### src/rtl/vpll_mif_sequencer_if.sv
// Avalon-MM management port between the MIF sequencer (master)
// and the video-PLL reconfiguration controller (slave).
interface vpll_mif_sequencer_if;
  logic        mgmt_write;
  logic [5:0]  mgmt_address;
  logic [31:0] mgmt_writedata;
  logic        mgmt_waitrequest;

  modport master (
    output mgmt_write,
    output mgmt_address,
    output mgmt_writedata,
    input  mgmt_waitrequest
  );

  modport slave (
    input  mgmt_write,
    input  mgmt_address,
    input  mgmt_writedata,
    output mgmt_waitrequest
  );
endinterface

### src/rtl/vpll_mif_sequencer.sv
// Follows the VIDC base-clock select by reprogramming the video PLL through its
// reconfig controller: MIF base write, start write, then wait for busy/relock.
module vpll_mif_sequencer #(
  parameter int unsigned STABLE_CYCLES   = 16,
  parameter logic [5:0]  MIF_ADDR_REG    = 6'd31,
  parameter logic [5:0]  START_REG       = 6'd2,
  parameter int unsigned MIF_STRIDE_LOG2 = 6,
  parameter logic [19:0] LOCK_TIMEOUT    = 20'd500000
) (
  input  logic                        CLK_50M,
  input  logic                        reset,
  input  logic [1:0]                  sel_in,
  input  logic                        pll_locked,
  vpll_mif_sequencer_if.master        mgmt,
  output logic                        busy,
  output logic                        done,
  output logic                        timeout_err,
  output logic [1:0]                  active_sel
);

  localparam int unsigned      CNT_W      = $clog2(STABLE_CYCLES + 1);
  localparam logic [CNT_W-1:0] STABLE_MAX = CNT_W'(STABLE_CYCLES);

  localparam logic [2:0] ST_IDLE      = 3'd0;
  localparam logic [2:0] ST_WR_MIF    = 3'd1;
  localparam logic [2:0] ST_GAP1      = 3'd2;
  localparam logic [2:0] ST_WR_START  = 3'd3;
  localparam logic [2:0] ST_WAIT_BUSY = 3'd4;
  localparam logic [2:0] ST_WAIT_LOCK = 3'd5;
  localparam logic [2:0] ST_DONE      = 3'd6;

  localparam logic [19:0] BUSY_WAIT_LAST = 20'd3;

  logic [1:0]       sel_meta_q, sel_meta_d;
  logic [1:0]       sel_s_q, sel_s_d;
  logic             lock_meta_q, lock_meta_d;
  logic             lock_s_q, lock_s_d;
  logic [CNT_W-1:0] stab_q, stab_d;
  logic [1:0]       cand_q, cand_d;
  logic             cand_valid_q, cand_valid_d;
  logic             pending_q, pending_d;
  logic [1:0]       active_q, active_d;
  logic [2:0]       state_q, state_d;
  logic [19:0]      tmr_q, tmr_d;
  logic             err_q, err_d;
  logic             accept;

  always_comb begin
    sel_meta_d   = sel_in;
    sel_s_d      = sel_meta_q;
    lock_meta_d  = pll_locked;
    lock_s_d     = lock_meta_q;
    stab_d       = stab_q;
    cand_d       = cand_q;
    cand_valid_d = cand_valid_q;
    pending_d    = pending_q;
    active_d     = active_q;
    state_d      = state_q;
    tmr_d        = tmr_q;
    err_d        = err_q;
    accept       = 1'b0;

    // Clearing on the edge sel_s takes a new value makes stab_q the number of
    // cycles sel_s has held, so a select is accepted 2 + STABLE_CYCLES after it changes.
    if (sel_meta_q != sel_s_q) begin
      stab_d = '0;
    end else if (stab_q != STABLE_MAX) begin
      stab_d = stab_q + CNT_W'(1);
      accept = (stab_d == STABLE_MAX);
    end

    case (state_q)
      ST_IDLE: begin
        if (pending_q && cand_valid_q) begin
          active_d  = cand_q;
          pending_d = 1'b0;
          state_d   = ST_WR_MIF;
        end
      end
      ST_WR_MIF: begin
        if (!mgmt.mgmt_waitrequest) state_d = ST_GAP1;
      end
      ST_GAP1: begin
        state_d = ST_WR_START;
      end
      ST_WR_START: begin
        if (!mgmt.mgmt_waitrequest) begin
          state_d = ST_WAIT_BUSY;
          tmr_d   = '0;
        end
      end
      ST_WAIT_BUSY: begin
        if (mgmt.mgmt_waitrequest || tmr_q == BUSY_WAIT_LAST) begin
          state_d = ST_WAIT_LOCK;
          tmr_d   = '0;
        end else begin
          tmr_d = tmr_q + 20'd1;
        end
      end
      ST_WAIT_LOCK: begin
        if (!mgmt.mgmt_waitrequest && lock_s_q) begin
          state_d = ST_DONE;
          tmr_d   = '0;
        end else if (tmr_q + 20'd1 == LOCK_TIMEOUT) begin
          err_d   = 1'b1;
          state_d = ST_IDLE;
          tmr_d   = '0;
        end else begin
          tmr_d = tmr_q + 20'd1;
        end
      end
      ST_DONE: begin
        state_d = ST_IDLE;
      end
      default: begin
        state_d = ST_IDLE;
      end
    endcase

    // Until the first select is accepted the reset-forced pending must survive,
    // even when that select matches the reset active_sel.
    if (accept) begin
      cand_d       = sel_s_q;
      cand_valid_d = 1'b1;
      pending_d    = !cand_valid_q || (sel_s_q != active_d);
    end
  end

  always_ff @(posedge CLK_50M) begin
    if (reset) begin
      sel_meta_q   <= '0;
      sel_s_q      <= '0;
      lock_meta_q  <= 1'b0;
      lock_s_q     <= 1'b0;
      stab_q       <= '0;
      cand_q       <= '0;
      cand_valid_q <= 1'b0;
      pending_q    <= 1'b1;
      active_q     <= '0;
      state_q      <= ST_IDLE;
      tmr_q        <= '0;
      err_q        <= 1'b0;
    end else begin
      sel_meta_q   <= sel_meta_d;
      sel_s_q      <= sel_s_d;
      lock_meta_q  <= lock_meta_d;
      lock_s_q     <= lock_s_d;
      stab_q       <= stab_d;
      cand_q       <= cand_d;
      cand_valid_q <= cand_valid_d;
      pending_q    <= pending_d;
      active_q     <= active_d;
      state_q      <= state_d;
      tmr_q        <= tmr_d;
      err_q        <= err_d;
    end
  end

  // Bus outputs decode straight from state, so they hold while stalled.
  always_comb begin
    mgmt.mgmt_write     = 1'b0;
    mgmt.mgmt_address   = '0;
    mgmt.mgmt_writedata = '0;
    case (state_q)
      ST_WR_MIF: begin
        mgmt.mgmt_write     = 1'b1;
        mgmt.mgmt_address   = MIF_ADDR_REG;
        mgmt.mgmt_writedata = 32'(active_q) << MIF_STRIDE_LOG2;
      end
      ST_WR_START: begin
        mgmt.mgmt_write   = 1'b1;
        mgmt.mgmt_address = START_REG;
      end
      default: begin
        mgmt.mgmt_write = 1'b0;
      end
    endcase
  end

  assign busy        = (state_q != ST_IDLE) || pending_q;
  assign done        = (state_q == ST_DONE);
  assign timeout_err = err_q;
  assign active_sel  = active_q;

endmodule

### src/flat_wrapper.sv
// flat-port wrapper written by rule: the top's interface ports become plain ports
module vpll_mif_sequencer_flat 
#(
  parameter int unsigned STABLE_CYCLES   = 16,
  parameter logic [5:0]  MIF_ADDR_REG    = 6'd31,
  parameter logic [5:0]  START_REG       = 6'd2,
  parameter int unsigned MIF_STRIDE_LOG2 = 6,
  parameter logic [19:0] LOCK_TIMEOUT    = 20'd500000
)
  (CLK_50M, reset, sel_in, pll_locked, busy, done, timeout_err, active_sel, mgmt_mgmt_write, mgmt_mgmt_address, mgmt_mgmt_writedata, mgmt_mgmt_waitrequest);
  vpll_mif_sequencer_if mgmt_i ();
  input  logic CLK_50M;
  input  logic reset;
  input  logic [1:0] sel_in;
  input  logic pll_locked;
  output logic busy;
  output logic done;
  output logic timeout_err;
  output logic [1:0] active_sel;
  output wire logic [$bits(mgmt_i.mgmt_write)-1:0] mgmt_mgmt_write;
  output wire logic [$bits(mgmt_i.mgmt_address)-1:0] mgmt_mgmt_address;
  output wire logic [$bits(mgmt_i.mgmt_writedata)-1:0] mgmt_mgmt_writedata;
  input wire logic [$bits(mgmt_i.mgmt_waitrequest)-1:0] mgmt_mgmt_waitrequest;
  assign mgmt_mgmt_write = mgmt_i.mgmt_write;
  assign mgmt_mgmt_address = mgmt_i.mgmt_address;
  assign mgmt_mgmt_writedata = mgmt_i.mgmt_writedata;
  assign mgmt_i.mgmt_waitrequest = mgmt_mgmt_waitrequest;
  vpll_mif_sequencer #(.STABLE_CYCLES(STABLE_CYCLES), .MIF_ADDR_REG(MIF_ADDR_REG), .START_REG(START_REG), .MIF_STRIDE_LOG2(MIF_STRIDE_LOG2), .LOCK_TIMEOUT(LOCK_TIMEOUT)) u_core (.CLK_50M(CLK_50M), .reset(reset), .sel_in(sel_in), .pll_locked(pll_locked), .mgmt(mgmt_i), .busy(busy), .done(done), .timeout_err(timeout_err), .active_sel(active_sel));
endmodule
### config.mk
export PLATFORM = sky130hd
export DESIGN_NAME = vpll_mif_sequencer_flat
export DESIGN_NICKNAME = d
export VERILOG_FILES = /design/src/rtl/vpll_mif_sequencer_if.sv /design/src/rtl/vpll_mif_sequencer.sv /design/src/flat_wrapper.sv
export SDC_FILE = /design/constraint.sdc
export NUM_CORES = 1
export LEC_CHECK = 0
export CAP_MARGIN = 30
export CELL_PAD_IN_SITES_DETAIL_PLACEMENT = 0
export CELL_PAD_IN_SITES_GLOBAL_PLACEMENT = 1
export CORE_ASPECT_RATIO = 0.8
export CORE_MARGIN = 8
export CORE_UTILIZATION = 35
export DETAILED_ROUTE_END_ITERATION = 10
export GPL_ROUTABILITY_DRIVEN = 0
export PLACE_DENSITY = 0.76
export SLEW_MARGIN = 5
export SYNTH_ARGS = -nofsm -noshare
export SYNTH_HDL_FRONTEND = slang
export SYNTH_SLANG_ARGS = --single-unit
### constraint.sdc
create_clock -name CLK_50M -period 2.9 [get_ports CLK_50M]
set_clock_uncertainty 0.05 [all_clocks]
set_input_delay 0.87 -clock CLK_50M [delete_from_list [all_inputs] [get_ports CLK_50M]]
set_output_delay 0.87 -clock CLK_50M [all_outputs]
set_load 0.01 [all_outputs]
==> qor.csv, run 1 <==
stage,metric,value,unit
run,maxCapViolCount,0,
sta,finalSetupTns,0,ns
synth,synth_edf_count,0,
sta,hold_viol,0,
sta,slew_violations,0,
synth,synth_commonest_cells,"dfxtp_1, buf_4, nand2_1, nor2_1, nand3_1",
clock_tree,clk-insertion-delay-late,0.29,ns
power,ir_drop,0.174,mV
routing,wl,7.57,mm
routing,drc,0,
placement,pre_cts_ws,0.0168,ns
clock_tree,cts_buffers,5,
synth,synth_most_common_cell,dfxtp_1,
final_layout,nNetsFinal,411,
run_status,status,completed,
worst_setup_path,arrival,2.94,ns
die,dieArea,0.0113,mm2
placement,io_buffers,18,
routing,antenna_left,0,
sta,period_share,96.6,%
clock_tree,htree_levels,2,
synth,ys_seq_area_share,28.8,%
synth,synth_top_area_share,28.8,%
power,power,0.00121,W
grt,grt_usage,13.4,%
synth,netlist.top_cell.by_area,dfxtp_1,
synth,synthArstFlopShare,0,%
sta,rsz0062_at_grt,false,
worst_setup_path,cp_max_fo,14,
power,leakagePower,1.31,nW
sta,period_needed,2.80,ns
worst_setup_path,worstReg2RegEnd,u_core.tmr_q[3],
sta,worst_pin_slew,0.944,ns
synth,syn_avg_cell_area,7.84,um2
die,start_util,36.0,%
worst_setup_path,worstSetupEndpoint,u_core.tmr_q[3],
worst_setup_path,r2r.worst_path.cells,9,
grt,grt_pass1_vias,2409,
synth,synth_cells,363,
placement,place_hpwl,5.80,mm
final_layout,insertedDiodeCount,0,
synth,synth_flop_cell,dfxtp_1,
die,io_pins,50,
synth,synth_seq_cells,41,
grt,overflow,0,
sta,maxSlewHeadroom,36.5,%
sta,max_freq,0.357,GHz
worst_setup_path,reg2reg_slack,0.1,ns
clock_tree,cts.sinks,41,
final_layout,multi_input_area,0.00176,mm2
routing,drt_iter0_drc,293,
grt,antenna_found_initial,0,
sta,worst_slack,0.0996,ns
worst_setup_path,cp-start-kind,register,
die,rows,29,
die,core_area,0.00791,mm2
synth,syn_area,0.00285,mm2
final_layout,final_layout_size_suffix_gt1_share,15.0,%
synth,synth_area_leaders,"dfxtp_1, buf_4, nand2_1, nor2_1, xnor2_1",
clock_tree,clockBufferDepth,2,
worst_setup_path,worstSetupPathType,register to register,
clock_tree,cts_root_buffer,clkbuf_8,
routing,wire_per_inst,14.9,um
worst_setup_path,reg2reg_from,u_core.tmr_q[0],
routing,num_vias,2666,
power,power_density,362,mW/mm2
final_layout,regArea,822,um2
die,die_h,96.6,um
final_layout,synthToLayoutAreaGrowth,17.4,%
clock_tree,clk_pin_slew,0.08,ns
final_layout,fillers,812,
grt,grt_max_degree,20,
worst_setup_path,cp.required,3.04,ns
synth,ys_warn_count,0,
sta,setup_viol,0,
worst_setup_path,setup.worst_path.end_class,register,
worst_setup_path,crit_start,u_core.tmr_q[0],
min_path,hp-class,register to register,
routing,routed_via_density,5.24,
routing,drt_pass1_iterations,5,
die,die_w,117,um
clock_tree,hold_buffers,0,
synth,synth_cell_types,60,
clock_tree,cts_tree,built,
grt,grt_pass1_wl,12.4,mm
## worst min path at each step
stage,startpoint,to,slack (ns),cells past startpoint
2_1_floorplan,u_core.lock_meta_q,u_core.lock_s_q,0.36,1
3_3_place_gp,u_core.lock_meta_q,u_core.lock_s_q,0.37,1
3_5_place_dp,u_core.lock_meta_q,u_core.lock_s_q,0.38,1
4_1_cts,u_core.lock_meta_q,u_core.lock_s_q,0.39,1
5_1_grt,u_core.lock_meta_q,u_core.lock_s_q,0.41,1
6_report,u_core.lock_meta_q,u_core.lock_s_q,0.39,1
## worst max-delay path, stage by stage, from the launching register on
cell and delay, ns:
dfxtp_1 0.35, ha_2 0.19, nand4_1 0.11, or3_4 0.36
o31a_1 0.30, or4b_4 0.56, o31ai_4 0.23, buf_6 0.21
a21oi_1 0.08, a221o_1 0.25
## registers in the layout, indices dropped and copies added (netlist names), 2 cells and up
register	flops
u_core.tmr_q	20
u_core.active_sel	2
u_core.stab_q	5
u_core.sel_meta_q	2
u_core.sel_s_q	2
u_core.state_q	3
u_core.cand_q	2
## cell type report
class / count / area share [%]
inverters: 12 / 1.35
clock buffers: 7 / 2.88
repair buffers: 54 / 14.3
multi-input cells: 286 / 52.6
flip-flops and latches: 41 / 24.6
clock inverters: 1 / 0.150
well taps: 108 / 4.05
## where the power goes
group | total, W | internal (W) | switching, W | leakage, nW
combinational | 0.000190 | 0.0000946 | 0.0000954 | 0.927
sequential | 0.000599 | 0.000577 | 0.0000221 | 0.332
clock | 0.000421 | 0.000216 | 0.000206 | 0.0542
## per-stage QoR
step	util (%)	cells	area, um2	hold WS [ns]
2_1_floorplan	-	393	2960	0.364
3_3_place_gp	40.6	500	3210	0.375
3_5_place_dp	40.6	500	3210	0.375
4_1_cts	41.9	508	3320	0.390
5_1_grt	42.2	509	3340	0.413
6_report	42.2	509	3340	0.391
## placed cells by master, fill, tap and decap left out, drive strengths merged, types with 2 or more instances in the layout
cell type | synthesis | final
or3 | 2 | 2
nand2 | 35 | 35
conb | 1 | 31
o22a | 2 | 2
ha | 5 | 5
nor4 | 7 | 7
dfxtp | 41 | 41
nand3b | 3 | 3
a21o | 6 | 6
and4 | 3 | 3
buf | 43 | 36
inv | 12 | 12
a22oi | 4 | 4
a221o | 6 | 6
a211o | 2 | 2
clkbuf | 11 | 7
o32ai | 2 | 2
nand4 | 9 | 9
o311ai | 2 | 2
nor3b | 2 | 2
and3 | 5 | 5
nor3 | 9 | 9
a21oi | 18 | 18
a41o | 3 | 3
a32oi | 2 | 2
nand2b | 2 | 2
nor2b | 10 | 10
clkdlybuf4s50 | 0 | 18
or2 | 3 | 3
o21ai | 10 | 10
nand3 | 16 | 16
mux2i | 8 | 8
and2 | 5 | 5
a31oi | 2 | 2
o31ai | 4 | 4
xor2 | 5 | 5
a211oi | 6 | 6
xnor2 | 10 | 10
nor2 | 34 | 34
## logic make-up (layout without fill, tap and decap cells)
kind of cell,after synthesis,after routing,share of synthesized area (%)
AND/OR/NAND/NOR,150,150,27.4
XOR/XNOR,15,15,4.62
multiplexers,8,8,2.81
buffers and inverters,66,74,13.9
adder cells (fa/ha/maj),5,5,2.20
AO/OA/AOI/OAI,77,77,20.1
other,1,31,0.132
flip-flops,41,41,28.8
## per-layer routing
metal	part of all wire [%]	wire length, um	track usage (%)	up-vias
li1	-	-	-	1304
met1	49	3740	20.4	1232
met2	41	3100	18.4	119
met3	8.3	629	2.48	11
met4	1.4	103	3.54	0
met5	0	0	0	-
## timing repair
item                                   4_1_cts  5_1_grt
gates resized for setup                      0        4
endpoints found under the hold margin        0        0
setup buffers                                0        1
setup endpoints to repair                    0       15
No activity file was read; power rests on OpenSTA's default activity.
==> inputs of run 2 (changes only) <==
Settings changed: CAP_MARGIN 30 to default.
==> results of run 2 <==
Final layout, timing and power as in run 1 (identical DEF).
==> inputs of run 3 (changes only) <==
Settings changed: SKIP_CTS_REPAIR_TIMING from default to 1.
==> results of run 3 <==
Final layout, timing and power as in run 1 (identical DEF).
